[src/rtl/cardinal_mon_pkg.sv]
// Shared types and helpers for the Cardinal run monitor.
package cardinal_mon_pkg;

  typedef enum logic [2:0] {
    ST_RUN,
    ST_DRAIN,
    ST_ISSUE,
    ST_CAPTURE,
    ST_PRESENT,
    ST_DONE
  } mon_state_e;

  // An all-zero instruction word marks the end of a node's program.
  localparam logic [31:0] INSTR_NOP = 32'h0000_0000;

  // Widest node mask the search helper accepts.
  localparam int MAX_NODES = 32;

  // Lowest active node index that is >= from; returns nodes when none is left.
  function automatic int next_active(input logic [MAX_NODES-1:0] mask,
                                     input int from,
                                     input int nodes);
    int r;
    r = nodes;
    for (int i = MAX_NODES - 1; i >= 0; i--) begin
      if (i >= from && i < nodes && mask[i]) r = i;
    end
    return r;
  endfunction

endpackage

[src/rtl/run_counter.sv]
// Per-node halt detector and saturating run-cycle counter.
module run_counter
  import cardinal_mon_pkg::*;
#(
  parameter int INSTR_W = 32,
  parameter int CNT_W   = 32
) (
  input  logic               clk_i,
  input  logic               rst_i,
  input  logic               active_i,
  input  logic [INSTR_W-1:0] instr_i,
  output logic               halted_o,
  output logic [CNT_W-1:0]   count_o
);

  logic             halted_q, halted_d;
  logic [CNT_W-1:0] count_q, count_d;

  // Inactive nodes halt immediately; a NOP halts without counting that cycle.
  always_comb begin
    halted_d = halted_q;
    count_d  = count_q;
    if (!halted_q) begin
      if (!active_i || instr_i == INSTR_W'(INSTR_NOP)) begin
        halted_d = 1'b1;
      end else if (count_q != '1) begin
        count_d = count_q + CNT_W'(1);
      end
    end
  end

  // State register; the halted flag is sticky until reset.
  always_ff @(posedge clk_i) begin
    if (rst_i) begin
      halted_q <= 1'b0;
      count_q  <= '0;
    end else begin
      halted_q <= halted_d;
      count_q  <= count_d;
    end
  end

  assign halted_o = halted_q;
  assign count_o  = count_q;

endmodule

[src/rtl/cardinal_run_monitor.sv]
// Run monitor and data-memory dump sequencer for a Cardinal node array.
module cardinal_run_monitor
  import cardinal_mon_pkg::*;
#(
  parameter int NODES        = 4,
  parameter int INSTR_W      = 32,
  parameter int ADDR_W       = 8,
  parameter int DATA_W       = 64,
  parameter int CNT_W        = 32,
  parameter int DUMP_DEPTH   = 128,
  parameter int DRAIN_CYCLES = 5,
  localparam int NODE_W      = (NODES > 1) ? $clog2(NODES) : 1
) (
  input  logic                     Clock,
  input  logic                     Reset,
  input  logic [NODES-1:0]         Node_Active,
  input  logic [NODES*INSTR_W-1:0] Instruction,
  output logic [NODES-1:0]         Halted,
  output logic [NODES*CNT_W-1:0]   Cycle_Count,
  output logic [NODES-1:0]         Dmem_En,
  output logic [ADDR_W-1:0]        Dmem_Addr,
  input  logic [NODES*DATA_W-1:0]  Dmem_Data,
  output logic                     Dump_Valid,
  input  logic                     Dump_Ready,
  output logic [NODE_W-1:0]        Dump_Node,
  output logic [ADDR_W-1:0]        Dump_Addr,
  output logic [DATA_W-1:0]        Dump_Data,
  output logic                     Done
);

  localparam int DRAIN_W = $clog2(DRAIN_CYCLES + 1);

  mon_state_e          state_q, state_d;
  logic [NODES-1:0]    active_q;
  logic [DRAIN_W-1:0]  drain_q, drain_d;
  logic [NODE_W-1:0]   node_q, node_d;
  logic [ADDR_W-1:0]   addr_q, addr_d;
  logic                valid_q, valid_d;
  logic [NODE_W-1:0]   dnode_q, dnode_d;
  logic [ADDR_W-1:0]   daddr_q, daddr_d;
  logic [DATA_W-1:0]   ddata_q, ddata_d;
  logic                done_q, done_d;
  int                  first_node;
  int                  later_node;

  for (genvar k = 0; k < NODES; k++) begin : g_node
    run_counter #(
      .INSTR_W (INSTR_W),
      .CNT_W   (CNT_W)
    ) u_cnt (
      .clk_i    (Clock),
      .rst_i    (Reset),
      .active_i (active_q[k]),
      .instr_i  (Instruction[k*INSTR_W +: INSTR_W]),
      .halted_o (Halted[k]),
      .count_o  (Cycle_Count[k*CNT_W +: CNT_W])
    );
  end

  assign first_node = next_active(MAX_NODES'(active_q), 0, NODES);
  assign later_node = next_active(MAX_NODES'(active_q), int'(node_q) + 1, NODES);

  // The active mask is captured only while reset is held.
  always_ff @(posedge Clock) begin
    if (Reset) active_q <= Node_Active;
  end

  // Sequencer: wait for all halts, drain, then issue/capture/present each word.
  always_comb begin
    state_d = state_q;
    drain_d = drain_q;
    node_d  = node_q;
    addr_d  = addr_q;
    valid_d = valid_q;
    dnode_d = dnode_q;
    daddr_d = daddr_q;
    ddata_d = ddata_q;
    done_d  = done_q;
    case (state_q)
      ST_RUN: begin
        if (&Halted) begin
          state_d = ST_DRAIN;
          drain_d = '0;
        end
      end
      ST_DRAIN: begin
        if (drain_q == DRAIN_W'(DRAIN_CYCLES - 1)) begin
          if (first_node >= NODES) begin
            state_d = ST_DONE;
            done_d  = 1'b1;
          end else begin
            state_d = ST_ISSUE;
            node_d  = NODE_W'(first_node);
            addr_d  = '0;
          end
        end else begin
          drain_d = drain_q + DRAIN_W'(1);
        end
      end
      ST_ISSUE: state_d = ST_CAPTURE;
      ST_CAPTURE: begin
        ddata_d = Dmem_Data[int'(node_q)*DATA_W +: DATA_W];
        dnode_d = node_q;
        daddr_d = addr_q;
        valid_d = 1'b1;
        state_d = ST_PRESENT;
      end
      ST_PRESENT: begin
        if (Dump_Ready) begin
          valid_d = 1'b0;
          if (addr_q != ADDR_W'(DUMP_DEPTH - 1)) begin
            addr_d  = addr_q + ADDR_W'(1);
            state_d = ST_ISSUE;
          end else if (later_node >= NODES) begin
            state_d = ST_DONE;
            done_d  = 1'b1;
          end else begin
            node_d  = NODE_W'(later_node);
            addr_d  = '0;
            state_d = ST_ISSUE;
          end
        end
      end
      ST_DONE: done_d = 1'b1;
      default: state_d = ST_RUN;
    endcase
  end

  // Sequencer and output registers; reset abandons any dump in progress.
  always_ff @(posedge Clock) begin
    if (Reset) begin
      state_q <= ST_RUN;
      drain_q <= '0;
      node_q  <= '0;
      addr_q  <= '0;
      valid_q <= 1'b0;
      dnode_q <= '0;
      daddr_q <= '0;
      ddata_q <= '0;
      done_q  <= 1'b0;
    end else begin
      state_q <= state_d;
      drain_q <= drain_d;
      node_q  <= node_d;
      addr_q  <= addr_d;
      valid_q <= valid_d;
      dnode_q <= dnode_d;
      daddr_q <= daddr_d;
      ddata_q <= ddata_d;
      done_q  <= done_d;
    end
  end

  // Read enable is a one-cycle strobe toward the node being dumped.
  always_comb begin
    Dmem_En = '0;
    if (state_q == ST_ISSUE) Dmem_En[node_q] = 1'b1;
  end

  assign Dmem_Addr  = addr_q;
  assign Dump_Valid = valid_q;
  assign Dump_Node  = dnode_q;
  assign Dump_Addr  = daddr_q;
  assign Dump_Data  = ddata_q;
  assign Done       = done_q;

endmodule

[config.mk]
export PLATFORM = sky130hd
export DESIGN_NAME = cardinal_run_monitor
export DESIGN_NICKNAME = d
export VERILOG_FILES = /design/src/rtl/cardinal_mon_pkg.sv /design/src/rtl/run_counter.sv /design/src/rtl/cardinal_run_monitor.sv
export SDC_FILE = /design/constraint.sdc
export NUM_CORES = 1
export LEC_CHECK = 0
export ABC_AREA = 1
export CAP_MARGIN = 20
export CORE_AREA = 2 2 241 243
export DETAILED_ROUTE_END_ITERATION = 16
export DIE_AREA = 0 0 243 245
export PLACE_DENSITY = 0.57
export RECOVER_POWER = 50
export SETUP_SLACK_MARGIN = 0.2
export SYNTH_ARGS = -nofsm -noshare
export SYNTH_HDL_FRONTEND = slang
export SYNTH_SLANG_ARGS = --single-unit
[constraint.sdc]
create_clock -name Clock -period 3 [get_ports Clock]
set_input_delay 0.6 -clock Clock [delete_from_list [all_inputs] [get_ports Clock]]
set_output_delay 0.6 -clock Clock [all_outputs]
set_load 0.02 [all_outputs]
==> results of run 1 <==
==> per-layer routing <==
metal,wire (µm),share of wire
met1,28060,0.43
met2,30550,0.47
met3,4917,0.075
met4,1831,0.028
met5,25,0.00038
==> cell families (layout without fill, tap and decap cells) <==
group / Yosys count / count (layout) / share of synthesized area
AO/OA/AOI/OAI: 437 / 437 / 0.1687
XOR/XNOR: 23 / 23 / 0.01351
other: 0 / 2 / 0
flip-flops: 228 / 228 / 0.3088
AND/OR/NAND/NOR: 1481 / 1481 / 0.4212
buffers and inverters: 285 / 867 / 0.08191
adder cells (fa/ha/maj): 7 / 7 / 0.005874
==> synthesized netlist by cell type, types with 7 or more instances <==
master	instances	area share
nand3_1	192	0.064
inv_1	164	0.041
ha_1	7	0.0059
nand2_4	7	0.0053
a21oi_2	19	0.011
nand2_2	17	0.0071
nor2_1	336	0.085
nand2_1	827	0.21
a221oi_1	58	0.034
nand3b_1	7	0.0035
buf_1	18	0.0045
o21ai_0	98	0.033
clkbuf_1	55	0.014
nand4_1	61	0.026
nor3_1	8	0.0027
buf_6	11	0.0083
a21oi_1	249	0.084
buf_2	28	0.0094
xor2_1	20	0.012
dfxtp_1	224	0.30
nor2_4	8	0.0060
==> critical path: cells and delay by family, from the launching register on <==
family,cells,cell delay [ns]
compound gates,3,0.75
buf+inv,2,1.29
flops,1,0.47
==> worst max-delay path by stage <==
| stage | end | slack, ns | cells after the start |
|---|---|---|---|
| floorplan | g_node[0].u_cnt.count_o[22] | 1.05 | 9 |
| global placement | g_node[2].u_cnt.count_o[17] | 0.50 | 10 |
| detailed placement | g_node[2].u_cnt.count_o[29] | 0.44 | 10 |
| CTS | Dmem_En[1] | 0.20 | 6 |
| global route | Dump_Data[62] | 0.21 | 5 |
| finish | Dump_Data[62] | 0.34 | 5 |
==> placed cells by master, fill, tap and decap left out, types with 25 or more instances in the layout <==
cell type | Yosys | routed
nand2_1 | 827 | 827
inv_1 | 164 | 164
clkbuf_16 | 0 | 32
nand4_1 | 61 | 61
dlygate4sd3_1 | 0 | 99
a221oi_1 | 58 | 58
dfxtp_1 | 224 | 223
a21oi_1 | 249 | 249
nand3_1 | 192 | 192
nor2_1 | 336 | 334
clkdlybuf4s50_1 | 0 | 506
buf_4 | 6 | 25
o21ai_0 | 98 | 98
==> state kept, by name, indices dropped and copies added, names as in the netlist <==
signal,flops
Dmem_Addr,8
Dump_Data,64
active_q,4
Dump_Valid,1
node_q,2
Dump_Addr,8
Dump_Node,2
state_q,3
g_node.u_cnt.halted_o,4
drain_q,3
g_node.u_cnt.count_o,128
Done,1
==> stage by stage <==
| stage | utilization | cell area [µm²] | hold slack (ns) |
|---|---|---|---|
| 5_1_grt | 0.3987 | 22740 | 0.5079 |
| 3_5_place_dp | 0.3810 | 21730 | 0.4604 |
| 2_1_floorplan | - | 14910 | 0.4704 |
| 3_3_place_gp | 0.3810 | 21730 | 0.4529 |
| 4_1_cts | 0.3994 | 22780 | 0.3786 |
| 6_report | 0.3988 | 22740 | 0.4611 |
==> report_power, final <==
group	switching [mW]	internal, mW
Combinational	1.00	0.867
Sequential	0.0742	3.09
Clock	1.46	2.36
==> what timing repair did <==
| item | in CTS | in global routing |
|---|---|---|
| pin swaps | 0 | 0 |
| endpoints found under the setup margin | 1 | 4 |
| resized for setup | 1 | 4 |
==> layout make-up <==
class                   instances  area [µm²]  area share
clock inverters                 9       120.1    0.005281
well taps                     765       957.2     0.04208
inverters                     166       623.1     0.02740
flip-flops and latches        228        4606      0.2025
repair buffers                645        6407      0.2817
multi-input cells            1948        9099      0.4000
diodes                          2       5.005   0.0002200
clock buffers                  47       927.1     0.04076
==> out/metrics.sh, run 1 <==
POSTCTSSETUPBUFFERS=0
CLOCKBUFFERDEPTH=3
MAX_FREQ_MHz=375.6
POST-DP-HPWL_MM=49.70
IO_PINS=611
CTS-BUFFERS-INSERTED=30
SYNTHCELLS=2461
WORST-R2R-SETUP-SLACK_NS=0.34
WIRE_LENGTH_OF_THE_FIRST_GLOBAL_ROUTING_PASS_MM=99.71
YS_SEQ_AREA_FRAC=0.3088
CRITPATHARRIVALTIME_NS=3.08
GRT_MOST_USED_LAYER='met2'
HOLD-PATH-ENDPOINT='Done'
PLACE_INST=3752
POSTSYNTH.ASYNCRESETSHARE=0
GRTUSAGEMET2=0.3466
PER_INSTANCE_AVERAGE_AREA_AFTER_SYNTHESIS_UM2=6.058
FINAL_SETUP_VIOLATING_ENDPOINTS=0
POST_DRT_WL_PER_CELL_UM=17.16
CP_SLOWEST_CELL='inv_1'
USE_MET1=0.2671
RSZ0062_AT_GRT='false'
CTS_TREE='yes'
TIMING.FINAL.WS_SETUP_NS=0.3373
DR.FIRST_ITER.DRC_COUNT=1188
CRIT_PATH_CELL_TRACE='inv_1 > clkbuf_1 > a21oi_1 > a221oi_1 > a21oi_1'
PORT_BUFFERS=610
NET_COUNT_AFTER_SYNTHESIS=2859
WORST_SLEW_MARGIN_REL=0.07218
PATH_CLK_SLEW_NS=0.06
IRDROPWORSTVDD_uV=435.6
POWERDENSITY_mW_PER_MM2=389.0
POSTROUTEWIRELENGTH_MM=65.38
FINALMAXSLEWVIOLATIONS=0
GRT_START_MAX_NET_PINS=133
POST-ROUTE-PERIOD-UTIL=0.8876
CRITPATHREQUIREDTIME_NS=3.42
FIN_SETUP_TNS_NS=0
TRITONCTS_SINK_COUNT=228
POWER_mW=8.847
GRT_PASS1_VIAS=17580
POWER.STATIC_LEAKAGE_nW=8.414
CTS_ROOT_BUFFER='clkbuf_16'
CLOCK_TREE.HTREE_LEVEL_COUNT=1
YS_TYPES=36
GRT_UTIL_ALL_LAYERS=0.2076
RR_STARTPOINT='node_q[1]'
WORST_HOLD_STARTPOINT='Done'
OVERFLOW=0
ANTENNA_VIOLATIONS_BEFORE_REPAIR=4
CHIPHEIGHT_UM=245
CP-END-KIND='flip-flop'
LAYOUTNONFILLERINSTCOUNT=3810
MIN_DELAY_PATH_DEPTH=2
WORST_SKEW_PAIR.LATE_LATENCY_NS=0.57
WORST_SETUP_PATH_STARTPOINT='node_q[1]'
R2R.WORST_PATH.CELLS=5
FINCLKSKEW_NS=0.01151
WORST-SETUP-PATH-TYPE='flip-flop to flip-flop'
TIMING_WORST_SLEW_PIN_VALUE_NS=1.392
MAX-CAP-VIOLATIONS=0
GRT_USE_MET3=0.04647
HOLDCRITPATHCLASS='flip-flop to flip-flop'
WORST_SETUP_PATH_START_KIND='flip-flop'
FP.DIEAREA_MM2=0.05954
GP_ROUTABILITY_CONGESTION=0.9440
SUMMED_INSTANCE_AREA_OF_THE_SYNTHESIZED_NETLIST_MM2=0.01491
SYNTH_ENABLE_FLOP_CELLS=4
ENDPOINTS_FAILING_HOLD=0
PLACEMENTROWS=88
NUMBER_OF_DRC_VIOLATIONS_AFTER_DETAILED_ROUTING=0
FILLERINSTANCES=6077
NNETSFINAL=3417
CTS_HOLD_BUF=0
FRACTION_OF_LAYOUT_INSTANCES_USING_A_DRIVE_STRENGTH_ABOVE_1=0.04995
SYN2LAYOUT_AREA_GROWTH_PCT=52.55
FINAL.MIN_CLOCK_PERIOD_NS=2.663
CRIT_PATH_MAX_INCR_DELAY_NS=0.72
RR_ENDPOINT='Dump_Data[62]'
DRTPASS1ITERATIONS=5
RUN_STATUS='completed'
MOST_FREQUENT_CELL_ON_THE_CRITICAL_PATH='a21oi_1'
STARTING_UTILIZATION_OF_THE_CORE_AREA=0.2614
CORE-AREA_MM2=0.05703
DETAILEDPLACE.WORSTSLACK_NS=0.4416
DRT.ANTENNA.VIOLATING_NETS=0
SYNTH_TOP_FLOP_CELL='dfxtp_1'
SYNTHESIS.YOSYS.WARNINGS=0
DIE-WIDTH_UM=243
WORST-PATH-MAX-FANOUT=16
FF_LATCH_COUNT_SYNTH=228
DETAIL_ROUTE.VIAS_PER_CELL=4.870
DR_TOTAL_VIAS=18550
Note: power is estimated with default switching activity, not from simulation.
==> run 2: changes to the inputs <==
--- a/config.mk
+++ b/config.mk
@@ -10,7 +10,7 @@
 export CORE_AREA = 2 2 241 243
 export DETAILED_ROUTE_END_ITERATION = 16
 export DIE_AREA = 0 0 243 245
-export PLACE_DENSITY = 0.57
+export PLACE_DENSITY = 0.52
 export RECOVER_POWER = 50
 export SETUP_SLACK_MARGIN = 0.2
 export SYNTH_ARGS = -nofsm -noshare
==> out/metrics.sh, run 2 (synthesized netlist as in run 1, its figures left out) <==
FP.DIEAREA_MM2=0.05954  # unchanged
GRT_UTIL_ALL_LAYERS=0.2203  # was 0.2076
CP_SLOWEST_CELL='nor2_1'  # was inv_1
NUMBER_OF_DRC_VIOLATIONS_AFTER_DETAILED_ROUTING=0  # unchanged
SEQCELLAREA_MM2=0.004607  # was 0.004606 mm²
TIMING_WORST_SLEW_PIN_VALUE_NS=2.042  # was 1.392 ns
PLACE_INST=3755  # was 3752
FINAL_SETUP_VIOLATING_ENDPOINTS=0  # unchanged
OVERFLOW=0  # unchanged
POWERDENSITY_mW_PER_MM2=399.9  # was 389.0 mW/mm²
MULTIINPUTGATEAREA_MM2=0.009084  # was 0.009099 mm²
PATH_CLK_SLEW_NS=0.06  # about the same
MOSTFREQUENTLAYOUTCELL='nand2_1'  # unchanged
HOLDCRITPATHCLASS='flip-flop to flip-flop'  # unchanged
DRT.ANTENNA.VIOLATING_NETS=0  # unchanged
DETAIL_ROUTE.VIAS_PER_CELL=4.853  # was 4.870
GRT_START_MAX_NET_PINS=149  # was 133
FRACTION_OF_LAYOUT_INSTANCES_USING_A_DRIVE_STRENGTH_ABOVE_1=0.05412  # was 0.04995
FAILED_CHECKS='capacitance limit, slew limit'
POST_DRT_WL_PER_CELL_UM=18.10  # was 17.16 µm
PORT_BUFFERS=610  # unchanged
POWER_mW=9.140  # was 8.847 mW
WIRE_LENGTH_OF_THE_FIRST_GLOBAL_ROUTING_PASS_MM=103.8  # was 99.71 mm
CP-END-KIND='flip-flop'  # unchanged
MAX_FREQ_MHz=376.0  # was 375.6 MHz
MAX-CAP-VIOLATIONS=1  # was 0
IRDROPWORSTVDD_uV=516.7  # was 435.6 µV
FINCLKSKEW_NS=0.01771  # was 0.01151 ns
WORST_SKEW_PAIR.LATE_LATENCY_NS=0.59  # was 0.57 ns
RUN_STATUS='finished with violations'  # was completed
SYN2LAYOUT_AREA_GROWTH_PCT=53.29  # was 52.55%
LAYOUT.CELLS.MOST_COMMON_LIST='828 x nand2_1, 481 x clkdlybuf4s50_1, 335 x nor2_1, 249 x a21oi_1, 222 x dfxtp_1'  # was 827 x nand2_1, 506 x clkdlybuf4s50_1, 334 x nor2_1, 249 x a21oi_1, 223 x dfxtp_1
WORST_SETUP_PATH_START_KIND='flip-flop'  # unchanged
POSTCTSSETUPBUFFERS=0  # unchanged
LARGEST_REG_FLOPS=128  # unchanged
NETSWITCHINGFRACTION=0.2853  # was 0.2862
FILLERINSTANCES=6110  # was 6077
SEQPWRFRAC=0.344  # was 0.357
CELLINTERNALPOWER_mW=6.532  # was 6.315 mW
CRITPATHREQUIREDTIME_NS=3.50  # was 3.42 ns
CLOCK_POWER_SHARE=0.450  # was 0.432
GP_ROUTABILITY_CONGESTION=0.9052  # was 0.9440
TOTAL_SWITCHING_POWER_mW=2.607  # was 2.532 mW
CRITPATHARRIVALTIME_NS=3.16  # was 3.08 ns
LAYOUTNONFILLERINSTCOUNT=3819  # was 3810
DR_TOTAL_VIAS=18530  # was 18.55k
FINAL.MIN_CLOCK_PERIOD_NS=2.659  # was 2.663 ns
DRTPASS1ITERATIONS=7  # was 5
CRIT_PATH_CELL_TRACE='ha_1 > nand2_2 > nor2_1 > nand2_4 > nor2_4 > nand2_4 > nand3_4 > buf_4 > nand2_1 > a21oi_2'  # was inv_1 > clkbuf_1 > a21oi_1 > a221oi_1 > a21oi_1
CLOCK_TREE.HTREE_LEVEL_COUNT=1  # unchanged
ENDPOINTS_FAILING_HOLD=0  # unchanged
COMBPWRFRAC=0.206  # was 0.211
NNETSFINAL=3422  # was 3417
TRITONCTS_SINK_COUNT=228  # unchanged
ANTENNA_VIOLATIONS_BEFORE_REPAIR=6  # was 4
WORST-SETUP-PATH-TYPE='flip-flop to flip-flop'  # unchanged
RSZ0062_AT_GRT='false'  # unchanged
WORST-PATH-MAX-FANOUT=31  # was 16
STARTING_UTILIZATION_OF_THE_CORE_AREA=0.2614  # unchanged
WORST_SLEW_MARGIN_REL=-0.3614  # was 0.07218
POWER.STATIC_LEAKAGE_nW=8.541  # was 8.414 nW
LAYOUT.CORE_UTILIZATION=0.4007  # was 0.3988
PLACEMENTROWS=88  # unchanged
CTS-BUFFERS-INSERTED=31  # was 30
CHIPHEIGHT_UM=245  # unchanged
R2R.WORST_PATH.CELLS=10  # was 5
FIN_SETUP_TNS_NS=0  # unchanged
FINALMAXSLEWVIOLATIONS=149  # was 0
IO_PINS=611  # unchanged
MIN_DELAY_PATH_DEPTH=2  # unchanged
DR.FIRST_ITER.DRC_COUNT=1141  # was 1188
CORE-AREA_MM2=0.05703  # unchanged
POST-ROUTE-PERIOD-UTIL=0.8864  # was 0.8876
POST-DP-HPWL_MM=52.40  # was 49.70 mm
POSTROUTEWIRELENGTH_MM=69.14  # was 65.38 mm
CRIT_PATH_MAX_INCR_DELAY_NS=0.58  # was 0.72 ns
CTS_ROOT_BUFFER='clkbuf_16'  # unchanged
MOST_FREQUENT_CELL_ON_THE_CRITICAL_PATH='nand2_4'  # was a21oi_1
CLOCKBUFFERDEPTH=3  # unchanged
CTS_TREE='yes'  # unchanged
GRT_PASS1_VIAS=17420  # was 17.58k
DIE-WIDTH_UM=243  # unchanged
-- run 2: changes by cell type in the layout (fill, tap and decap cells not counted), moves of 2 or more --
cell             previous run  this run
dlymetal6s2s_1              4         1
buf_4                      25        30
clkdlybuf4s50_1           506       481
clkinv_2                    6         9
diode_2                     2         5
inv_2                       1         3
bufinv_16                   3         6
dlygate4sd3_1              99       124
clkbuf_1                   13         6
dlygate4sd2_1               0         3
-- run 2: worst max-delay path: cells and delay by family, from the launching register on --
kind / cells / cell delay, ns
adders and majority gates: 1 / 0.22
AOI/OAI and AO/OA: 1 / 0.15
and+or+nand+nor: 7 / 1.39
DFF: 1 / 0.41
buffers and inverters: 1 / 0.38
-- run 2: area by class of cell --
type | count | share of cell area
Sequential cell | 228 | 0.2016
Inverter | 166 | 0.02726
Multi-Input combinational cell | 1948 | 0.3975
Antenna cell | 5 | 0.0005475
Clock inverter | 16 | 0.01024
Clock buffer | 42 | 0.03882
Tap cell | 765 | 0.04188
Timing Repair Buffer | 649 | 0.2822
-- run 2: through the flow --
stage	area (µm²)	worst slack, ns	hold slack, ns
2_1_floorplan	14910	1.049	0.4704
3_3_place_gp	21750	0.6492	0.4489
3_5_place_dp	21750	0.6299	0.4469
4_1_cts	22870	0.2047	0.4574
5_1_grt	22850	0.1251	0.4705
6_report	22850	0.3408	0.4549
-- run 2: final timing paths --
kind / start / end / slack (ns)
max: g_node[0].u_cnt.count_o[1] / g_node[0].u_cnt.count_o[22] / 0.34
min: Done / Done / 0.45
min reg2reg: Done / Done / 0.45
max reg2reg: g_node[0].u_cnt.count_o[1] / g_node[0].u_cnt.count_o[22] / 0.34
-- run 2: power by group through the flow --
stage               Combinational, mW  Clock (mW)  Sequential, mW
floorplan                       0.901           0            3.22
global placement                 1.87           0            3.21
detailed placement               1.89           0            3.21
CTS                              1.90        4.24            3.15
global route                     2.04        4.35            3.15
finish                           1.88        4.11            3.15
-- run 2: repair_timing --
| action | CTS | global route |
|---|---|---|
| gates resized for setup | 4 | 1 |
| gates cloned | 0 | 0 |
| endpoints found under the setup margin | 4 | 1 |
| hold buffers | 0 | 0 |
-- run 2: per-layer routing --
layer | wire (µm) | global-route usage | vias to the layer above
met5 | 22 | 0 | -
met4 | 1899 | 0.06243 | 4
met3 | 5339 | 0.05379 | 98
met2 | 31820 | 0.3589 | 684
met1 | 30050 | 0.2885 | 8498
li1 | - | - | 9248
==> run 3: changes to the inputs <==
--- a/config.mk
+++ b/config.mk
@@ -6,7 +6,7 @@
 export NUM_CORES = 1
 export LEC_CHECK = 0
 export ABC_AREA = 1
-export CAP_MARGIN = 20
+export CAP_MARGIN = 40
 export CORE_AREA = 2 2 241 243
 export DETAILED_ROUTE_END_ITERATION = 16
 export DIE_AREA = 0 0 243 245
==> out/metrics.sh, run 3 (synthesized netlist as in run 1, its figures left out) <==
RUN_STATUS='finished with violations'  # unchanged
FAILED_CHECKS='capacitance limit, slew limit'  # unchanged
CORE-AREA_MM2=0.05703  # unchanged
FINAL.MIN_CLOCK_PERIOD_NS=2.625  # was 2.659 ns
WORST_SETUP_PATH_START_KIND='flip-flop'  # unchanged
MOSTFREQUENTLAYOUTCELL='nand2_1'  # unchanged
HOLDCRITPATHCLASS='flip-flop to flip-flop'  # unchanged
MAX_FREQ_MHz=380.9  # was 376.0 MHz
NUMBER_OF_DRC_VIOLATIONS_AFTER_DETAILED_ROUTING=0  # unchanged
SEQCELLAREA_MM2=0.004607  # unchanged
POWERDENSITY_mW_PER_MM2=392.5  # was 399.9 mW/mm²
CLOCK_TREE.HTREE_LEVEL_COUNT=1  # unchanged
POST-ROUTE-PERIOD-UTIL=0.8750  # was 0.8864
FINAL_SETUP_VIOLATING_ENDPOINTS=0  # unchanged
RSZ0062_AT_GRT='false'  # unchanged
POWER.STATIC_LEAKAGE_nW=8.496  # was 8.541 nW
GP_ROUTABILITY_CONGESTION=0.9052  # unchanged
LAYOUT.CELLS.MOST_COMMON_LIST='828 x nand2_1, 481 x clkdlybuf4s50_1, 335 x nor2_1, 249 x a21oi_1, 222 x dfxtp_1'  # unchanged
MULTIINPUTGATEAREA_MM2=0.009084  # unchanged
GRT_UTIL_ALL_LAYERS=0.2180  # was 0.2203
CRIT_PATH_CELL_TRACE='ha_1 > nand2_2 > nor2_1 > nand2_4 > nor2_4 > nand2_4 > nand3_4 > buf_4 > nand2_1 > a21oi_2'  # unchanged
FP.DIEAREA_MM2=0.05954  # unchanged
DR_TOTAL_VIAS=18360  # was 18.53k
FINALMAXSLEWVIOLATIONS=149  # unchanged
STARTING_UTILIZATION_OF_THE_CORE_AREA=0.2614  # unchanged
WIRE_LENGTH_OF_THE_FIRST_GLOBAL_ROUTING_PASS_MM=103.0  # was 103.8 mm
POSTCTSSETUPBUFFERS=0  # unchanged
FILLERINSTANCES=6136  # was 6110
CRITPATHREQUIREDTIME_NS=3.48  # was 3.50 ns
GRT_PASS1_VIAS=17370  # was 17.42k
CHIPHEIGHT_UM=245  # unchanged
POSTROUTEWIRELENGTH_MM=68.58  # was 69.14 mm
FRACTION_OF_LAYOUT_INSTANCES_USING_A_DRIVE_STRENGTH_ABOVE_1=0.05313  # was 0.05412
DRT.ANTENNA.VIOLATING_NETS=0  # unchanged
TIMING.FINAL.WS_SETUP_NS=0.3750  # was 0.3408 ns
WORST-PATH-MAX-FANOUT=31  # unchanged
IRDROPWORSTVDD_uV=386.2  # was 516.7 µV
CTS_TREE='yes'  # unchanged
CLOCKBUFFERDEPTH=3  # unchanged
CRIT_PATH_MAX_INCR_DELAY_NS=0.56  # was 0.58 ns
PATH_CLK_SLEW_NS=0.06  # about the same
TRITONCTS_SINK_COUNT=228  # unchanged
TIMING_WORST_SLEW_PIN_VALUE_NS=2.018  # was 2.042 ns
GRT_START_MAX_NET_PINS=149  # unchanged
CTS_HOLD_BUF=0  # unchanged
DR.FIRST_ITER.DRC_COUNT=1298  # was 1141
LAYOUTNONFILLERINSTCOUNT=3818  # was 3819
WORST-SETUP-PATH-TYPE='flip-flop to flip-flop'  # unchanged
FIN_SETUP_TNS_NS=0  # unchanged
CP_SLOWEST_CELL='nor2_1'  # unchanged
PLACEMENTROWS=88  # unchanged
WORST-PATH-BUF-INV=1  # unchanged
CRITPATHARRIVALTIME_NS=3.11  # was 3.16 ns
IO_PINS=611  # unchanged
WORST_SKEW_PAIR.LATE_LATENCY_NS=0.59  # about the same
PLACE_INST=3756  # was 3755
NNETSFINAL=3422  # unchanged
FINCLKSKEW_NS=0.009996  # was 0.01771 ns
MOST_FREQUENT_CELL_ON_THE_CRITICAL_PATH='nand2_4'  # unchanged
DRTPASS1ITERATIONS=5  # was 7
LARGEST_REG_FLOPS=128  # unchanged
DIE-WIDTH_UM=243  # unchanged
CRITICAL_PATH.TOP_DELAY_FAMILY='simple AND/OR/NAND/NOR gates'  # unchanged
MAX-CAP-VIOLATIONS=1  # unchanged
CTS_ROOT_BUFFER='clkbuf_16'  # unchanged
PORT_BUFFERS=610  # unchanged
POST-DP-HPWL_MM=52.26  # was 52.40 mm
POWER_mW=8.948  # was 9.140 mW
WORST_SLEW_MARGIN_REL=-0.3450  # was -0.3614
POST_DRT_WL_PER_CELL_UM=17.96  # was 18.10 µm
CTS-BUFFERS-INSERTED=31  # unchanged
DETAILEDPLACE.WORSTSLACK_NS=0.6288  # was 0.6299 ns
SYN2LAYOUT_AREA_GROWTH_PCT=52.91  # was 53.29%
ENDPOINTS_FAILING_HOLD=0  # unchanged
CP-END-KIND='flip-flop'  # unchanged
ANTENNA_VIOLATIONS_BEFORE_REPAIR=5  # was 6
WHS_NS=0.4493  # was 0.4549 ns
OVERFLOW=0  # unchanged
DETAIL_ROUTE.VIAS_PER_CELL=4.808  # was 4.853
-- run 3: final cells by class --
| type | instances | share of cell area |
|---|---|---|
| Multi-Input combinational cell | 1948 | 0.3984 |
| Timing Repair Buffer | 649 | 0.2828 |
| Sequential cell | 228 | 0.2021 |
| Tap cell | 765 | 0.04198 |
| Clock buffer | 45 | 0.03941 |
| Inverter | 166 | 0.02733 |
| Clock inverter | 13 | 0.007574 |
| Antenna cell | 4 | 0.0004391 |
-- run 3: path summary, 6_finish.rpt --
kind                         startpoint                          end  slack, ns  cells after the start
min reg2reg                        Done                         Done       0.45                      2
max reg2reg  g_node[0].u_cnt.count_o[1]  g_node[0].u_cnt.count_o[22]       0.37                     10
min                                Done                         Done       0.45                      2
max          g_node[0].u_cnt.count_o[1]  g_node[0].u_cnt.count_o[22]       0.37                     10
-- run 3: timing repair --
item	4_1_cts	5_1_grt
gates resized for setup	5	3
endpoints found under the hold margin	0	0
endpoints found under the setup margin	4	1
-- run 3: worst register-to-register path, stage by stage (launching register included) --
cell and delay [ns]:
dfxtp_1 0.41, ha_1 0.21, nand2_2 0.06, nor2_1 0.56
nand2_4 0.12, nor2_4 0.21, nand2_4 0.17, nand3_4 0.12
buf_4 0.37, nand2_1 0.14, a21oi_2 0.16
-- run 3: metrics by stage --
step           utilization  instance area [µm²]
2_1_floorplan            -                14910
3_3_place_gp        0.3814                21750
3_5_place_dp        0.3819                21780
4_1_cts             0.4006                22850
5_1_grt             0.3997                22800
6_report            0.3997                22800
-- run 3: power by group --
group	total (mW)	internal (mW)	switching, mW
sequential	3.15	3.09	0.0588
combinational	1.88	0.877	0.999
clock	3.93	2.41	1.52
total	8.95	6.37	2.58
-- run 3: routing by layer --
layer  vias to the layer above  GRT usage  wire length [µm]
met5                         -          0                10
met4                         2    0.06694              1899
met3                       104    0.05183              5173
met2                       628     0.3561             31400
met1                      8364     0.2839             30100
li1                       9259          -                 -
